File: src/rtl/multicycle_pkg.sv
// Shared definitions for the multicycle RV32I control path.
// Holds the controller state enum, the supported opcodes and the encodings
// of the datapath mux selects. Imported by the controller, the immediate
// source decoder and the testbench.
package multicycle_pkg;

  typedef enum logic [3:0] {
    FETCH,
    DECODE,
    MEMADR,
    MEMREAD,
    MEMWB,
    MEMWRITE,
    EXECR,
    EXECI,
    ALUWB,
    BEQ,
    JAL,
    TRAP
  } state_t;

  localparam logic [6:0] OP_LW  = 7'b0000011;
  localparam logic [6:0] OP_SW  = 7'b0100011;
  localparam logic [6:0] OP_R   = 7'b0110011;
  localparam logic [6:0] OP_I   = 7'b0010011;
  localparam logic [6:0] OP_BEQ = 7'b1100011;
  localparam logic [6:0] OP_JAL = 7'b1101111;

  localparam logic [1:0] RES_ALUOUT    = 2'b00;
  localparam logic [1:0] RES_DATA      = 2'b01;
  localparam logic [1:0] RES_ALURESULT = 2'b10;

  localparam logic [1:0] SRCA_PC    = 2'b00;
  localparam logic [1:0] SRCA_OLDPC = 2'b01;
  localparam logic [1:0] SRCA_RS1   = 2'b10;

  localparam logic [1:0] SRCB_RS2  = 2'b00;
  localparam logic [1:0] SRCB_IMM  = 2'b01;
  localparam logic [1:0] SRCB_FOUR = 2'b10;

  localparam logic [1:0] ALUOP_ADD   = 2'b00;
  localparam logic [1:0] ALUOP_SUB   = 2'b01;
  localparam logic [1:0] ALUOP_FUNCT = 2'b10;

  localparam logic [1:0] IMM_I = 2'b00;
  localparam logic [1:0] IMM_S = 2'b01;
  localparam logic [1:0] IMM_B = 2'b10;
  localparam logic [1:0] IMM_J = 2'b11;

endpackage

File: src/rtl/multicycle_controller_if.sv
// Memory handshake between the multicycle controller and the unified
// instruction/data memory.
//   mem_req   : controller requests an access this cycle
//   mem_ready : memory completes the current access this cycle
//   AdrSrc    : address select, 0 = PC, 1 = ALUOut
//   MemWrite  : the requested access is a write
interface multicycle_controller_if;
  logic mem_req;
  logic mem_ready;
  logic AdrSrc;
  logic MemWrite;

  modport master (output mem_req, output AdrSrc, output MemWrite, input mem_ready);
  modport slave  (input mem_req, input AdrSrc, input MemWrite, output mem_ready);
endinterface

File: src/rtl/imm_src_dec.sv
// Immediate format select decoded purely from the opcode.
// Shared between the single-cycle and multicycle control paths.
//   op     : instruction opcode
//   ImmSrc : 00 I-type, 01 S-type, 10 B-type, 11 J-type
module imm_src_dec
  import multicycle_pkg::*;
(
  input  logic [6:0] op,
  output logic [1:0] ImmSrc
);

  // Unsupported opcodes fall back to the I-type format; the controller traps
  // on them anyway, so the value only has to be defined.
  always_comb begin
    ImmSrc = IMM_I;
    case (op)
      OP_SW:   ImmSrc = IMM_S;
      OP_BEQ:  ImmSrc = IMM_B;
      OP_JAL:  ImmSrc = IMM_J;
      default: ImmSrc = IMM_I;
    endcase
  end

endmodule

File: src/rtl/multicycle_controller.sv
// Control FSM for the multicycle RV32I datapath (lw, sw, R-type, I-type ALU,
// beq, jal). One shared ALU and one unified memory are sequenced over several
// cycles per instruction.
//   clk, reset      : rising-edge clock, asynchronous active-low reset
//   op, Zero        : opcode from the instruction register, ALU zero flag
//   mem             : memory handshake (mem_req/mem_ready/AdrSrc/MemWrite)
//   IRWrite..ImmSrc : datapath strobes and mux selects
//   illegal_instr   : set once an unsupported opcode has been decoded
//   instr_retired   : one-cycle pulse when an instruction completes
//   retired_count   : wrapping count of completed instructions
module multicycle_controller
  import multicycle_pkg::*;
#(
  parameter int RETIRE_W = 32
) (
  input  logic                  clk,
  input  logic                  reset,
  input  logic [6:0]            op,
  input  logic                  Zero,
  multicycle_controller_if.master mem,
  output logic                  IRWrite,
  output logic                  PCWrite,
  output logic                  RegWrite,
  output logic [1:0]            ResultSrc,
  output logic [1:0]            ALUSrcA,
  output logic [1:0]            ALUSrcB,
  output logic [1:0]            ALUOp,
  output logic [1:0]            ImmSrc,
  output logic                  illegal_instr,
  output logic                  instr_retired,
  output logic [RETIRE_W-1:0]   retired_count
);

  state_t state;
  state_t next_state;
  logic   mem_req_raw;
  logic   mem_write_raw;
  logic   ir_write_raw;
  logic   reg_write_raw;
  logic   pc_update;
  logic   branch;
  logic   retire_raw;

  imm_src_dec u_imm_src_dec (
    .op     (op),
    .ImmSrc (ImmSrc)
  );

  // Per-state decode. Everything defaults to 0; each state only lists what it
  // drives. The memory-waiting states hold themselves until mem_ready.
  always_comb begin
    next_state    = state;
    mem_req_raw   = 1'b0;
    mem_write_raw = 1'b0;
    ir_write_raw  = 1'b0;
    reg_write_raw = 1'b0;
    pc_update     = 1'b0;
    branch        = 1'b0;
    retire_raw    = 1'b0;
    mem.AdrSrc    = 1'b0;
    ResultSrc     = RES_ALUOUT;
    ALUSrcA       = SRCA_PC;
    ALUSrcB       = SRCB_RS2;
    ALUOp         = ALUOP_ADD;
    case (state)
      FETCH: begin
        mem_req_raw  = 1'b1;
        ALUSrcB      = SRCB_FOUR;
        ResultSrc    = RES_ALURESULT;
        // IR load and PC+4 only on the cycle the fetch completes, so the PC
        // advances exactly once however long the memory stalls.
        ir_write_raw = mem.mem_ready;
        pc_update    = mem.mem_ready;
        if (mem.mem_ready) next_state = DECODE;
      end
      DECODE: begin
        ALUSrcA = SRCA_OLDPC;
        ALUSrcB = SRCB_IMM;
        case (op)
          OP_LW, OP_SW: next_state = MEMADR;
          OP_R:         next_state = EXECR;
          OP_I:         next_state = EXECI;
          OP_BEQ:       next_state = BEQ;
          OP_JAL:       next_state = JAL;
          default:      next_state = TRAP;
        endcase
      end
      MEMADR: begin
        ALUSrcA    = SRCA_RS1;
        ALUSrcB    = SRCB_IMM;
        next_state = (op == OP_LW) ? MEMREAD : MEMWRITE;
      end
      MEMREAD: begin
        mem_req_raw = 1'b1;
        mem.AdrSrc  = 1'b1;
        if (mem.mem_ready) next_state = MEMWB;
      end
      MEMWB: begin
        ResultSrc     = RES_DATA;
        reg_write_raw = 1'b1;
        retire_raw    = 1'b1;
        next_state    = FETCH;
      end
      MEMWRITE: begin
        mem_req_raw   = 1'b1;
        mem.AdrSrc    = 1'b1;
        mem_write_raw = 1'b1;
        if (mem.mem_ready) begin
          retire_raw = 1'b1;
          next_state = FETCH;
        end
      end
      EXECR: begin
        ALUSrcA    = SRCA_RS1;
        ALUOp      = ALUOP_FUNCT;
        next_state = ALUWB;
      end
      EXECI: begin
        ALUSrcA    = SRCA_RS1;
        ALUSrcB    = SRCB_IMM;
        ALUOp      = ALUOP_FUNCT;
        next_state = ALUWB;
      end
      ALUWB: begin
        ResultSrc     = RES_ALUOUT;
        reg_write_raw = 1'b1;
        retire_raw    = 1'b1;
        next_state    = FETCH;
      end
      BEQ: begin
        ALUSrcA    = SRCA_RS1;
        ALUOp      = ALUOP_SUB;
        branch     = 1'b1;
        retire_raw = 1'b1;
        next_state = FETCH;
      end
      JAL: begin
        // ALUOut still holds the jump target from DECODE; this cycle computes
        // OldPC+4 for the link register written in ALUWB.
        ALUSrcA    = SRCA_OLDPC;
        ALUSrcB    = SRCB_FOUR;
        pc_update  = 1'b1;
        next_state = ALUWB;
      end
      TRAP: begin
        next_state = TRAP;
      end
      default: begin
        next_state = FETCH;
      end
    endcase
  end

  // Strobes are masked while reset is held so nothing in the datapath moves
  // even though the state register already reads FETCH.
  always_comb begin
    mem.mem_req   = mem_req_raw & reset;
    mem.MemWrite  = mem_write_raw & reset;
    IRWrite       = ir_write_raw & reset;
    RegWrite      = reg_write_raw & reset;
    PCWrite       = (pc_update | (branch & Zero)) & reset;
    instr_retired = retire_raw & reset;
    illegal_instr = (state == TRAP);
  end

  // State register and retirement counter. TRAP is absorbing, so the illegal
  // flag derived from it stays set until reset.
  always_ff @(posedge clk or negedge reset) begin
    if (!reset) begin
      state         <= FETCH;
      retired_count <= '0;
    end else begin
      state <= next_state;
      if (retire_raw) retired_count <= retired_count + RETIRE_W'(1);
    end
  end

endmodule

File: src/flat_wrapper.sv
// flat-port wrapper written by rule: the top's interface ports become plain ports
module multicycle_controller_flat import multicycle_pkg::*;
#(
  parameter int RETIRE_W = 32
)
  (clk, reset, op, Zero, IRWrite, PCWrite, RegWrite, ResultSrc, ALUSrcA, ALUSrcB, ALUOp, ImmSrc, illegal_instr, instr_retired, retired_count, mem_mem_req, mem_AdrSrc, mem_MemWrite, mem_mem_ready);
  multicycle_controller_if mem_i ();
  input  logic clk;
  input  logic reset;
  input  logic [6:0] op;
  input  logic Zero;
  output logic IRWrite;
  output logic PCWrite;
  output logic RegWrite;
  output logic [1:0] ResultSrc;
  output logic [1:0] ALUSrcA;
  output logic [1:0] ALUSrcB;
  output logic [1:0] ALUOp;
  output logic [1:0] ImmSrc;
  output logic illegal_instr;
  output logic instr_retired;
  output logic [RETIRE_W-1:0] retired_count;
  output wire logic [$bits(mem_i.mem_req)-1:0] mem_mem_req;
  output wire logic [$bits(mem_i.AdrSrc)-1:0] mem_AdrSrc;
  output wire logic [$bits(mem_i.MemWrite)-1:0] mem_MemWrite;
  input wire logic [$bits(mem_i.mem_ready)-1:0] mem_mem_ready;
  assign mem_mem_req = mem_i.mem_req;
  assign mem_AdrSrc = mem_i.AdrSrc;
  assign mem_MemWrite = mem_i.MemWrite;
  assign mem_i.mem_ready = mem_mem_ready;
  multicycle_controller #(.RETIRE_W(RETIRE_W)) u_core (.clk(clk), .reset(reset), .op(op), .Zero(Zero), .mem(mem_i), .IRWrite(IRWrite), .PCWrite(PCWrite), .RegWrite(RegWrite), .ResultSrc(ResultSrc), .ALUSrcA(ALUSrcA), .ALUSrcB(ALUSrcB), .ALUOp(ALUOp), .ImmSrc(ImmSrc), .illegal_instr(illegal_instr), .instr_retired(instr_retired), .retired_count(retired_count));
endmodule
File: config.mk
export PLATFORM = sky130hd
export DESIGN_NAME = multicycle_controller_flat
export DESIGN_NICKNAME = d
export VERILOG_FILES = /design/src/rtl/multicycle_pkg.sv /design/src/rtl/multicycle_controller_if.sv /design/src/rtl/imm_src_dec.sv /design/src/rtl/multicycle_controller.sv /design/src/flat_wrapper.sv
export SDC_FILE = /design/constraint.sdc
export NUM_CORES = 1
export LEC_CHECK = 0
export BUFFER_PORTS_ARGS = -buffer_cell sky130_fd_sc_hd__buf_2
export CAP_MARGIN = 20
export CELL_PAD_IN_SITES_DETAIL_PLACEMENT = 1
export CELL_PAD_IN_SITES_GLOBAL_PLACEMENT = 1
export CORE_MARGIN = 4
export CORE_UTILIZATION = 38
export DETAILED_ROUTE_END_ITERATION = 10
export HOLD_SLACK_MARGIN = 0.03
export PLACE_DENSITY = 0.85
export SLEW_MARGIN = 20
export SYNTH_ARGS = -nofsm -noshare
export SYNTH_HDL_FRONTEND = slang
export SYNTH_SLANG_ARGS = --single-unit
File: constraint.sdc
create_clock -name clk -period 2.19 [get_ports clk]
set_input_delay 0.219 -clock clk [delete_from_list [all_inputs] [get_ports clk]]
set_output_delay 0.219 -clock clk [all_outputs]
set_load 0.005 [all_outputs]
==> impl_metrics.py <==
metrics = {
    "sta": {
        "max_slew_margin": 0.677,
        "fin_skew_ps": 7.98,
        "post-route-min-period_ps": 1840,
        "worst_pin_slew_ps": 480,
        "layout_setup_ws_ps": 354,
        "timing.final.crit_share": 0.839,
        "fmax_mhz": 545,
        "rsz0062_at_grt": "no",
        "tns_ps": 0,
        "setup_viol": 0,
        "hold_viol": 0,
        "drv_slew": 0,
    },
    "route": {
        "dr.pass1.iters": 6,
        "wl_per_cell_um": 14.4,
        "viasPerCell": 5.12,
        "drc": 0,
        "ant_nets": 0,
        "drt_wl_total_um": 4970,
        "vias": 1771,
        "drt_first_iter_violations": 43,
    },
    "pwr": {
        "leakagePower_uw": 0.00127,
        "power.density_nw_per_um2": 924,
        "ir_drop_uv": 380,
    },
    "layout": {
        "syn2layout_area_growth_pct": 25.3,
        "multi_input_area_sq_um": 1040,
        "final_common_cell": "buf_2",
        "final_cell_mix": "60 x buf_2, 36 x dfrtp_1, 29 x xnor2_1",
        "drive_above_1_share": 0.297,
        "diodes": 0,
        "layout.nets": 287,
        "fillCellCount": 640,
        "post-route-cell-area_sq_um": 2530,
        "ff_latch_area_sq_um": 901,
    },
    "critical_path": {
        "crit_chain": "nand2b_1 -> nor2_1 -> a21oi_1 -> nor2_1 -> buf_2",
        "critical_path_depth": 5,
        "worst_r2r_endpoint": "u_core.retired_count[26]",
        "path_buf_inv": 1,
        "crit_path_end_kind": "output pin",
        "critPathMaxStageDelay_ps": 560,
        "crit_family": "flip-flops",
        "path_common_cell": "nor2_1",
        "endpoint": "ALUSrcA[0]",
        "slowest_stage": "dfrtp_1",
        "crit_arrival_ps": 1620,
        "cp.required_ps": 1970,
        "path_max_fanout": 9,
        "reg2reg_depth": 5,
        "cp-startpoint": "u_core.state[1]",
        "start_kind": "register",
        "rrSetupSlack_ps": 430,
        "timing.rr.start": "u_core.retired_count[0]",
        "crit_type": "register to output pin",
    },
    "synth": {
        "synth_area_sq_um": 2020,
        "synth-simple-area-share": 0.275,
        "ys_warn_count": 0,
        "yosys.area.top_type": "dfrtp_1",
        "synth_compound_area_frac": 0.0768,
        "synth.distinct_cells": 36,
        "yosys-top-cells-area": "dfrtp_1 45%, xnor2_1 13%, nand3_1 4.2%",
        "synth-xor-area-share": 0.147,
        "ys.flop_type": "dfrtp_1",
        "synthMuxAreaShare": 0.0105,
        "ys_seq_area_frac": 0.446,
        "syn_nets": 222,
        "syn_inst": 210,
        "synth_area_per_cell_sq_um": 9.62,
        "synth.top_cell.area_share": 0.446,
        "async_flop_share": 1.00,
        "synth_seq_cells": 36,
        "synth_edf_count": 0,
        "synth-adder-area-share": 0.00619,
        "synth_top_family_by_area": "simple AND/OR/NAND/NOR gates",
    },
    "place": {
        "pre_cts_ws_ps": 394,
        "place.gp.congestion": 0.827,
        "portBuffers": 60,
        "place_area_sq_um": 2410,
        "hpwl_um": 3840,
    },
    "floorplan": {
        "start_util": 0.393,
        "io_pins": 61,
        "fp-row-count": 26,
        "core_sq_um": 5140,
        "die_h_um": 80.9,
        "dieArea_sq_um": 6550,
        "die_w_um": 80.9,
    },
    "clocking": {
        "clk_pin_slew_ps": 60,
        "clock_latency_ps": 280,
        "cts_tree": "done",
        "cts-root-buf": "clkbuf_8",
        "clockBufferDepth": 2,
        "cts_setup_buffers": 0,
        "cts_made_buffers": 5,
        "clock_sinks": 36,
        "htree_levels": 2,
    },
    "grt": {
        "gr-total-overflow": 0,
        "track_usage": 0.165,
        "first_global_vias": 1779,
        "grt_pass1_wl_um": 8560,
        "grt_max_degree": 27,
        "antenna_found_initial": 0,
    },
    "hold_path": {
        "worstHoldPathType": "input port to register",
    },
    "job": {
        "maxCapViolCount": 0,
    },
    "status": {
        "outcome": "finished clean",
    },
}
## how the worst min path moves through the flow
stage / to / slack, ps / depth (start not counted) / start
2_1_floorplan: u_core.retired_count[0] / -80 / 0 / reset
3_3_place_gp: u_core.retired_count[4] / 140 / 1 / reset
3_5_place_dp: u_core.retired_count[5] / 150 / 1 / reset
4_1_cts: u_core.state[2] / 340 / 3 / op[4]
5_1_grt: u_core.state[0] / 390 / 4 / op[5]
6_report: u_core.state[2] / 360 / 3 / op[4]
## registers in the layout (all words and copies together), names as in the netlist
signal                cells
u_core.retired_count     32
u_core.state              4
## metrics by stage
stage          total power, uW  instances  hold WS (ps)  utilization
2_1_floorplan             1460        210         -76.6            -
3_3_place_gp              1770        337           143        0.470
3_5_place_dp              1800        337           151        0.470
4_1_cts                   2370        346           338        0.492
5_1_grt                   2550        346           387        0.492
6_report                  2340        346           362        0.492
## where the power goes
| group | internal (uW) | switching, uW | leakage [uW] |
|---|---|---|---|
| logic | 403 | 533 | 0.000727 |
| clock network | 338 | 228 | 0.0000552 |
| registers | 744 | 93.6 | 0.000489 |
## kinds of logic (layout without fill, tap and decap cells)
group / count (synthesis) / in the layout
compound gates: 25 / 25
xor+xnor: 34 / 34
fa+ha+maj: 1 / 1
buf+inv: 17 / 83
flops: 36 / 36
mux: 2 / 2
simple gates: 95 / 95
## layer usage
metal / wire length, um / track usage
met1: 2170 / 0.209
met2: 2450 / 0.287
met3: 284 / 0.0299
met4: 67 / 0.0490
met5: 0 / 0
## tightest hold or removal path, stage by stage
cell and delay [ps]:
buf_2 120, a21oi_1 170, o41ai_1 80
## area by class of cell
class	instances	share of cell area
Clock buffer	6	0.0287
Tap cell	70	0.0346
Sequential cell	36	0.356
Inverter	6	0.00890
Clock inverter	2	0.0138
Timing Repair Buffer	69	0.146
Multi-Input combinational cell	157	0.412
## cell usage after synthesis (all sizes together) (2+ instances only)
cell type / instances
or2: 2
o21ai: 5
and4: 3
nor2: 13
xor2: 5
a21oi: 13
dfrtp: 36
clkbuf: 4
nand2b: 5
nor3b: 2
o41ai: 2
inv: 6
and3: 9
and2: 5
nand3: 17
buf: 7
nor2b: 4
o22ai: 2
nor3: 6
nor4: 4
nand2: 12
nand4: 10
xnor2: 29
## timing repair
action / CTS / global route
gates resized for setup: 0 / 0
hold buffers: 1 / 0
hold endpoints to repair: 10 / 0
Power figures use the tool's default switching activity.
